$ cat src/rtl/pps_input_conditioner_if.sv
// rtl/pps_input_conditioner_if.sv - status/output bundle of the PPS input conditioner
interface pps_input_conditioner_if;
    logic        pps_clean;
    logic        pps_strobe;
    logic [31:0] width_cycles;
    logic        width_error;
    logic [31:0] period_cycles;
    logic        period_valid;
    logic        stuck_high;
    logic [15:0] glitch_count;
    logic [15:0] reject_count;

    modport master (
        output pps_clean, pps_strobe, width_cycles, width_error, period_cycles,
               period_valid, stuck_high, glitch_count, reject_count
    );

    modport slave (
        input  pps_clean, pps_strobe, width_cycles, width_error, period_cycles,
               period_valid, stuck_high, glitch_count, reject_count
    );
endinterface

$ cat src/rtl/pps_input_conditioner.sv
// rtl/pps_input_conditioner.sv - synchronise, deglitch, qualify and regenerate an external PPS
module pps_input_conditioner #(
    parameter int SYNC_STAGES    = 2,
    parameter int INVERT         = 0,
    parameter int GLITCH_CYCLES  = 4,
    parameter int MIN_WIDTH      = 100,
    parameter int MAX_WIDTH      = 50_000_000,
    parameter int HOLDOFF_CYCLES = 90_000_000,
    parameter int OUT_WIDTH      = 10_000
) (
    input  logic                      clk,
    input  logic                      rst,
    input  logic                      pps_raw,
    pps_input_conditioner_if.master   st
);
    localparam logic        INV  = (INVERT != 0);
    localparam logic [31:0] GC   = 32'(GLITCH_CYCLES);
    localparam logic [31:0] MINW = 32'(MIN_WIDTH);
    localparam logic [31:0] MAXW = 32'(MAX_WIDTH);
    localparam logic [31:0] HOLD = 32'(HOLDOFF_CYCLES);
    localparam logic [31:0] OUTW = 32'(OUT_WIDTH);

    typedef enum logic [2:0] {WAIT_LOW, ARMED, QUAL, HIGH, STUCK, HOLDOFF} state_t;

    logic [SYNC_STAGES-1:0] sync;
    logic [SYNC_STAGES-1:0] sync_valid;
    logic                   s, s_prev, s_ok, rise;

    state_t      state, state_next;
    logic [31:0] qcnt, qcnt_next, wcnt, wcnt_next, pcnt, ocnt, width_val;
    logic        have_prev;
    logic        accept, glitch_inc, reject_inc, width_load, width_err_set, stuck_set, stuck_clr;

    assign s    = sync[SYNC_STAGES-1];
    assign s_ok = sync_valid[SYNC_STAGES-1];
    assign rise = s & ~s_prev;

    // sync_valid marks when s reflects the pin rather than reset zeros, so a pin
    // already high at reset release is never mistaken for a low level.
    always_ff @(posedge clk) begin
        if (rst) begin
            sync       <= '0;
            sync_valid <= '0;
            s_prev     <= 1'b0;
        end else begin
            sync       <= {sync[SYNC_STAGES-2:0], pps_raw ^ INV};
            sync_valid <= {sync_valid[SYNC_STAGES-2:0], 1'b1};
            s_prev     <= s;
        end
    end

    always_comb begin
        state_next    = state;
        qcnt_next     = qcnt;
        wcnt_next     = wcnt;
        accept        = 1'b0;
        glitch_inc    = 1'b0;
        reject_inc    = 1'b0;
        width_load    = 1'b0;
        width_val     = wcnt;
        width_err_set = 1'b0;
        stuck_set     = 1'b0;
        stuck_clr     = 1'b0;
        case (state)
            WAIT_LOW: if (s_ok && !s) state_next = ARMED;
            ARMED: begin
                if (s) begin
                    if (GC == 32'd1) begin
                        accept     = 1'b1;
                        wcnt_next  = GC;
                        state_next = HIGH;
                    end else begin
                        qcnt_next  = 32'd1;
                        state_next = QUAL;
                    end
                end
            end
            QUAL: begin
                if (!s) begin
                    glitch_inc = 1'b1;
                    state_next = ARMED;
                end else if (qcnt == GC - 32'd1) begin
                    accept     = 1'b1;
                    wcnt_next  = GC;
                    state_next = HIGH;
                end else begin
                    qcnt_next = qcnt + 32'd1;
                end
            end
            HIGH: begin
                if (s) begin
                    if (wcnt + 32'd1 >= MAXW) begin
                        wcnt_next     = MAXW;
                        width_load    = 1'b1;
                        width_val     = MAXW;
                        width_err_set = 1'b1;
                        stuck_set     = 1'b1;
                        state_next    = STUCK;
                    end else begin
                        wcnt_next = wcnt + 32'd1;
                    end
                end else begin
                    width_load    = 1'b1;
                    width_err_set = (wcnt < MINW);
                    state_next    = HOLDOFF;
                end
            end
            STUCK: begin
                if (!s) begin
                    stuck_clr  = 1'b1;
                    state_next = HOLDOFF;
                end
            end
            HOLDOFF: begin
                reject_inc = rise;
                if (pcnt >= HOLD) state_next = s ? WAIT_LOW : ARMED;
            end
            default: state_next = WAIT_LOW;
        endcase
    end

    always_ff @(posedge clk) begin
        if (rst) begin
            state            <= WAIT_LOW;
            qcnt             <= '0;
            wcnt             <= '0;
            pcnt             <= '0;
            ocnt             <= '0;
            have_prev        <= 1'b0;
            st.pps_clean     <= 1'b0;
            st.pps_strobe    <= 1'b0;
            st.width_cycles  <= '0;
            st.width_error   <= 1'b0;
            st.period_cycles <= '0;
            st.period_valid  <= 1'b0;
            st.stuck_high    <= 1'b0;
            st.glitch_count  <= '0;
            st.reject_count  <= '0;
        end else begin
            state          <= state_next;
            qcnt           <= qcnt_next;
            wcnt           <= wcnt_next;
            st.pps_strobe  <= accept;
            st.width_error <= width_err_set;
            if (width_load) st.width_cycles <= width_val;
            if (stuck_set)      st.stuck_high <= 1'b1;
            else if (stuck_clr) st.stuck_high <= 1'b0;
            if (glitch_inc && st.glitch_count != 16'hFFFF) st.glitch_count <= st.glitch_count + 16'd1;
            if (reject_inc && st.reject_count != 16'hFFFF) st.reject_count <= st.reject_count + 16'd1;

            // pcnt counts from the accept cycle, so it equals the strobe spacing at the next accept.
            if (accept) begin
                pcnt      <= 32'd1;
                have_prev <= 1'b1;
                if (have_prev) begin
                    st.period_cycles <= pcnt;
                    st.period_valid  <= 1'b1;
                end
            end else if (pcnt == 32'hFFFF_FFFF) begin
                st.period_valid <= 1'b0;
                have_prev       <= 1'b0;
            end else begin
                pcnt <= pcnt + 32'd1;
            end

            if (accept) begin
                st.pps_clean <= 1'b1;
                ocnt         <= 32'd1;
            end else if (st.pps_clean) begin
                if (ocnt >= OUTW) st.pps_clean <= 1'b0;
                else              ocnt <= ocnt + 32'd1;
            end
        end
    end
endmodule

$ cat src/flat_wrapper.sv
// flat-port wrapper written by rule: the top's interface ports become plain ports
module pps_input_conditioner_flat 
#(
    parameter int SYNC_STAGES    = 2,
    parameter int INVERT         = 0,
    parameter int GLITCH_CYCLES  = 4,
    parameter int MIN_WIDTH      = 100,
    parameter int MAX_WIDTH      = 50_000_000,
    parameter int HOLDOFF_CYCLES = 90_000_000,
    parameter int OUT_WIDTH      = 10_000
)
  (clk, rst, pps_raw, st_pps_clean, st_pps_strobe, st_width_cycles, st_width_error, st_period_cycles, st_period_valid, st_stuck_high, st_glitch_count, st_reject_count);
  pps_input_conditioner_if st_i ();
  input  logic clk;
  input  logic rst;
  input  logic pps_raw;
  output wire logic [$bits(st_i.pps_clean)-1:0] st_pps_clean;
  output wire logic [$bits(st_i.pps_strobe)-1:0] st_pps_strobe;
  output wire logic [$bits(st_i.width_cycles)-1:0] st_width_cycles;
  output wire logic [$bits(st_i.width_error)-1:0] st_width_error;
  output wire logic [$bits(st_i.period_cycles)-1:0] st_period_cycles;
  output wire logic [$bits(st_i.period_valid)-1:0] st_period_valid;
  output wire logic [$bits(st_i.stuck_high)-1:0] st_stuck_high;
  output wire logic [$bits(st_i.glitch_count)-1:0] st_glitch_count;
  output wire logic [$bits(st_i.reject_count)-1:0] st_reject_count;
  assign st_pps_clean = st_i.pps_clean;
  assign st_pps_strobe = st_i.pps_strobe;
  assign st_width_cycles = st_i.width_cycles;
  assign st_width_error = st_i.width_error;
  assign st_period_cycles = st_i.period_cycles;
  assign st_period_valid = st_i.period_valid;
  assign st_stuck_high = st_i.stuck_high;
  assign st_glitch_count = st_i.glitch_count;
  assign st_reject_count = st_i.reject_count;
  pps_input_conditioner #(.SYNC_STAGES(SYNC_STAGES), .INVERT(INVERT), .GLITCH_CYCLES(GLITCH_CYCLES), .MIN_WIDTH(MIN_WIDTH), .MAX_WIDTH(MAX_WIDTH), .HOLDOFF_CYCLES(HOLDOFF_CYCLES), .OUT_WIDTH(OUT_WIDTH)) u_core (.clk(clk), .rst(rst), .pps_raw(pps_raw), .st(st_i));
endmodule
$ cat config.mk
export PLATFORM = sky130hd
export DESIGN_NAME = pps_input_conditioner_flat
export DESIGN_NICKNAME = d
export VERILOG_FILES = /design/src/rtl/pps_input_conditioner_if.sv /design/src/rtl/pps_input_conditioner.sv /design/src/flat_wrapper.sv
export SDC_FILE = /design/constraint.sdc
export NUM_CORES = 1
export LEC_CHECK = 0
export CORE_ASPECT_RATIO = 1.1
export CORE_MARGIN = 2
export CORE_UTILIZATION = 25
export CTS_CLUSTER_DIAMETER = 200
export DETAILED_ROUTE_END_ITERATION = 10
export PLACE_DENSITY = 0.4
export SYNTH_ARGS = -nofsm -noshare
export SYNTH_HDL_FRONTEND = slang
export SYNTH_SLANG_ARGS = --single-unit
$ cat constraint.sdc
create_clock -name clk -period 4.1 [get_ports clk]
set_clock_uncertainty 0.15 [all_clocks]
set_input_delay 0.41 -clock clk [delete_from_list [all_inputs] [get_ports clk]]
set_output_delay 0.41 -clock clk [all_outputs]
set_load 0.05 [all_outputs]
==> out/metrics.cfg <==
[min_path]
hold_path.startpoint = rst
hold_path.class = in2reg

[drt]
routed_wl_mm = 28.8
avgViaCountPerCell = 4.65
firstDrtPassIters = 5
postRouteAntennaNets = 0
wl_per_cell_um = 15.1
drc_errors = 0
drt-initial-drc-count = 514
vias = 8857

[critical_path]
critical-path-max-stage-delay_ns = 0.67
crit_cells = 10
crit_arrival_ns = 3.94
worst-path-buf-inv = 1
cp_max_fo = 19
crit_family = simple AND/OR/NAND/NOR gates
rrSetupSlack_ns = 0.50
crit_chain = ha_1 -> nand3_1 -> or4_1 -> nor3_1 -> nand4_1 -> a2111o_1 -> o31ai_4 -> buf_4 -> a22oi_1 -> nor2_1
cp-start-kind = flop
crit_slowest_cell = or4_1
worstPathRequired_ns = 4.44
crit_start = u_core.wcnt[0]
crit_end = u_core.st.width_cycles[10]
rr_worst_depth = 10
reg2reg_from = u_core.wcnt[0]
end_kind = flop
critPathKind = reg2reg
reg2reg_to = u_core.st.width_cycles[10]

[sta]
fmax_ghz = 0.278
finalSetupViolCount = 0
finalCritPeriodShare = 0.878
worst_pin_slew_ns = 1.15
hold_viol = 0
slew_headroom = 0.236
rsz0062_at_grt = false
setup_tns_ns = 0
final.min_clock_period_ns = 3.60
whs_ns = 0.219
finalMaxSlewViolations = 0

[cts]
worst_skew_pair.late_latency_ns = 0.56
clk_pin_slew_ns = 0.06
numCtsBuffers = 28
cts.repair.resized = 0
h-tree-depth = 1
cts_setup_buffers = 0
clock_sinks = 238
tritoncts = built
clk_path_buf_depth = 3
cts-root-buf = clkbuf_16
ctsHoldBuffers = 0

[global_routing]
grt_max_degree = 75
antenna_found_initial = 0
grt_pass1_vias = 8554
grt_overflow = 0
grt_first_pass_wirelength_mm = 46.6
groute.usage.overall = 0.132

[synthesis]
yosysUniqueCellTypes = 61
synthMostInstantiatedCell = dfxtp_1
synthCells = 1233
yosysWarnings = 0
synthFlopType = dfxtp_1
synth.avg_cell_area_um2 = 8.39
synthArstFlopShare = 0
synth_area_um2 = 10300
yosys-top-cells-area = dfxtp_1, nor2_1, xor2_1, nand2_1, a21oi_1
synth.ff_latch_count = 238
synth_top_area_share = 0.461
syn-num-nets = 1244
synth-edff-count = 0
synth_seq_area_share = 0.461
synth_top_area_cell = dfxtp_1
synth_top_cells_by_count = dfxtp_1, nor2_1, nand2_1, a21oi_1, xor2_1

[layout]
drive_gt1_frac = 0.0595
synthToLayoutAreaGrowth_pct = 24.3
nFillCells = 4378
layout.nets = 1334
diodes = 0

[die]
die_w_um = 198
pin_count = 104
design.core.area_um2 = 41100
rows = 78
start_util = 0.252
fp.dieH_um = 217
die_area_um2 = 43000

[placed_design]
routabilityCongestion = 0.829
port_buffers = 103
hpwl_mm = 19.9

[power_and_ir_drop]
leakagePower_nw = 4.43
power.density_nw_per_um2 = 377
ir_worst_vdd_mv = 0.282

[status]
status = finished clean

[job]
drv_cap = 0

registers in the layout (all words and copies together), names as in the netlist, 3 cells and up:
name	cells
u_core.state	3
u_core.qcnt	32
u_core.st.period_cycles	32
u_core.st.reject_count	16
u_core.ocnt	32
u_core.st.width_cycles	32
u_core.pcnt	32
u_core.wcnt	32
u_core.st.glitch_count	16
cells by family (layout without fill, tap and decap cells):
| kind of cell | after synthesis | count (layout) | synth area share |
|---|---|---|---|
| AND/OR/NAND/NOR | 592 | 592 | 0.279 |
| flip-flops | 238 | 238 | 0.461 |
| AO/OA/AOI/OAI | 191 | 191 | 0.122 |
| XOR/XNOR | 101 | 101 | 0.0855 |
| buffers and inverters | 100 | 211 | 0.0403 |
| adder cells (fa/ha/maj) | 8 | 8 | 0.00968 |
| multiplexers | 3 | 3 | 0.00290 |
worst min-delay path by stage:
stage	endpoint	slack, ns	depth (start not counted)
floorplan	u_core.sync[1]	0.26	1
detailed placement	u_core.sync[1]	0.27	1
global placement	u_core.sync_valid[1]	0.27	1
finish	u_core.qcnt[1]	0.22	2
global route	u_core.st.reject_count[14]	0.24	2
CTS	u_core.qcnt[1]	0.20	2
layout make-up:
class                   count  area, um^2  share of cell area
well taps                 560         701              0.0545
flip-flops and latches    238        4760               0.371
multi-input cells         895        5170               0.402
inverters                  35         131              0.0102
clock buffers              41         810              0.0630
clock inverters            10        91.3             0.00710
repair buffers            125        1190              0.0928
metrics by stage:
step           cell area (um^2)  utilization  std cells  worst slack (ns)  total power, mW
2_1_floorplan             10300            -       1233             0.926             2.44
3_3_place_gp              12000        0.291       1853             0.607             2.47
6_report                  12900        0.313       1904             0.502             4.85
4_1_cts                   12900        0.313       1904             0.513             4.95
5_1_grt                   12900        0.313       1904             0.196             5.05
3_5_place_dp              12000        0.291       1853             0.542             2.47
power breakdown:
group          internal, mW  total [mW]  switching [mW]  leakage, nW
clock                  1.43        2.43            1.01        0.441
sequential             2.32        2.33         0.00903         1.92
combinational        0.0205      0.0870          0.0665         2.07
total                  3.77        4.85            1.08         4.43
cells in the final DEF, fill, tap and decap left out, drive strengths merged, types with 3 or more instances in the layout:
| cell type | count |
|---|---|
| dfxtp | 238 |
| nor2 | 184 |
| nand2 | 140 |
| clkdlybuf4s50 | 102 |
| a21oi | 68 |
| xor2 | 64 |
| and3 | 51 |
| nand3 | 48 |
| nand4 | 44 |
| clkbuf | 41 |
| xnor2 | 37 |
| inv | 35 |
| o21ai | 32 |
| nor3 | 28 |
| nor4 | 25 |
| buf | 23 |
| a22oi | 22 |
| and4 | 17 |
| or3 | 14 |
| nor2b | 12 |
| a211oi | 12 |
| a31oi | 11 |
| or4 | 10 |
| ha | 8 |
| and2 | 7 |
| clkinv | 7 |
| a221oi | 6 |
| nor4b | 4 |
| o32ai | 4 |
| nand2b | 3 |
| o22ai | 3 |
| a2111o | 3 |
| mux2i | 3 |
| or2 | 3 |
| o21a | 3 |
| o31ai | 3 |
layer usage:
layer,global-route usage,vias to the layer above,wire length (um)
li1,-,4494,-
met5,0,-,0
met2,0.223,126,13700
met3,0.0246,33,1190
met1,0.174,4204,13400
met4,0.0361,0,546
Power figures use the tool's default switching activity.
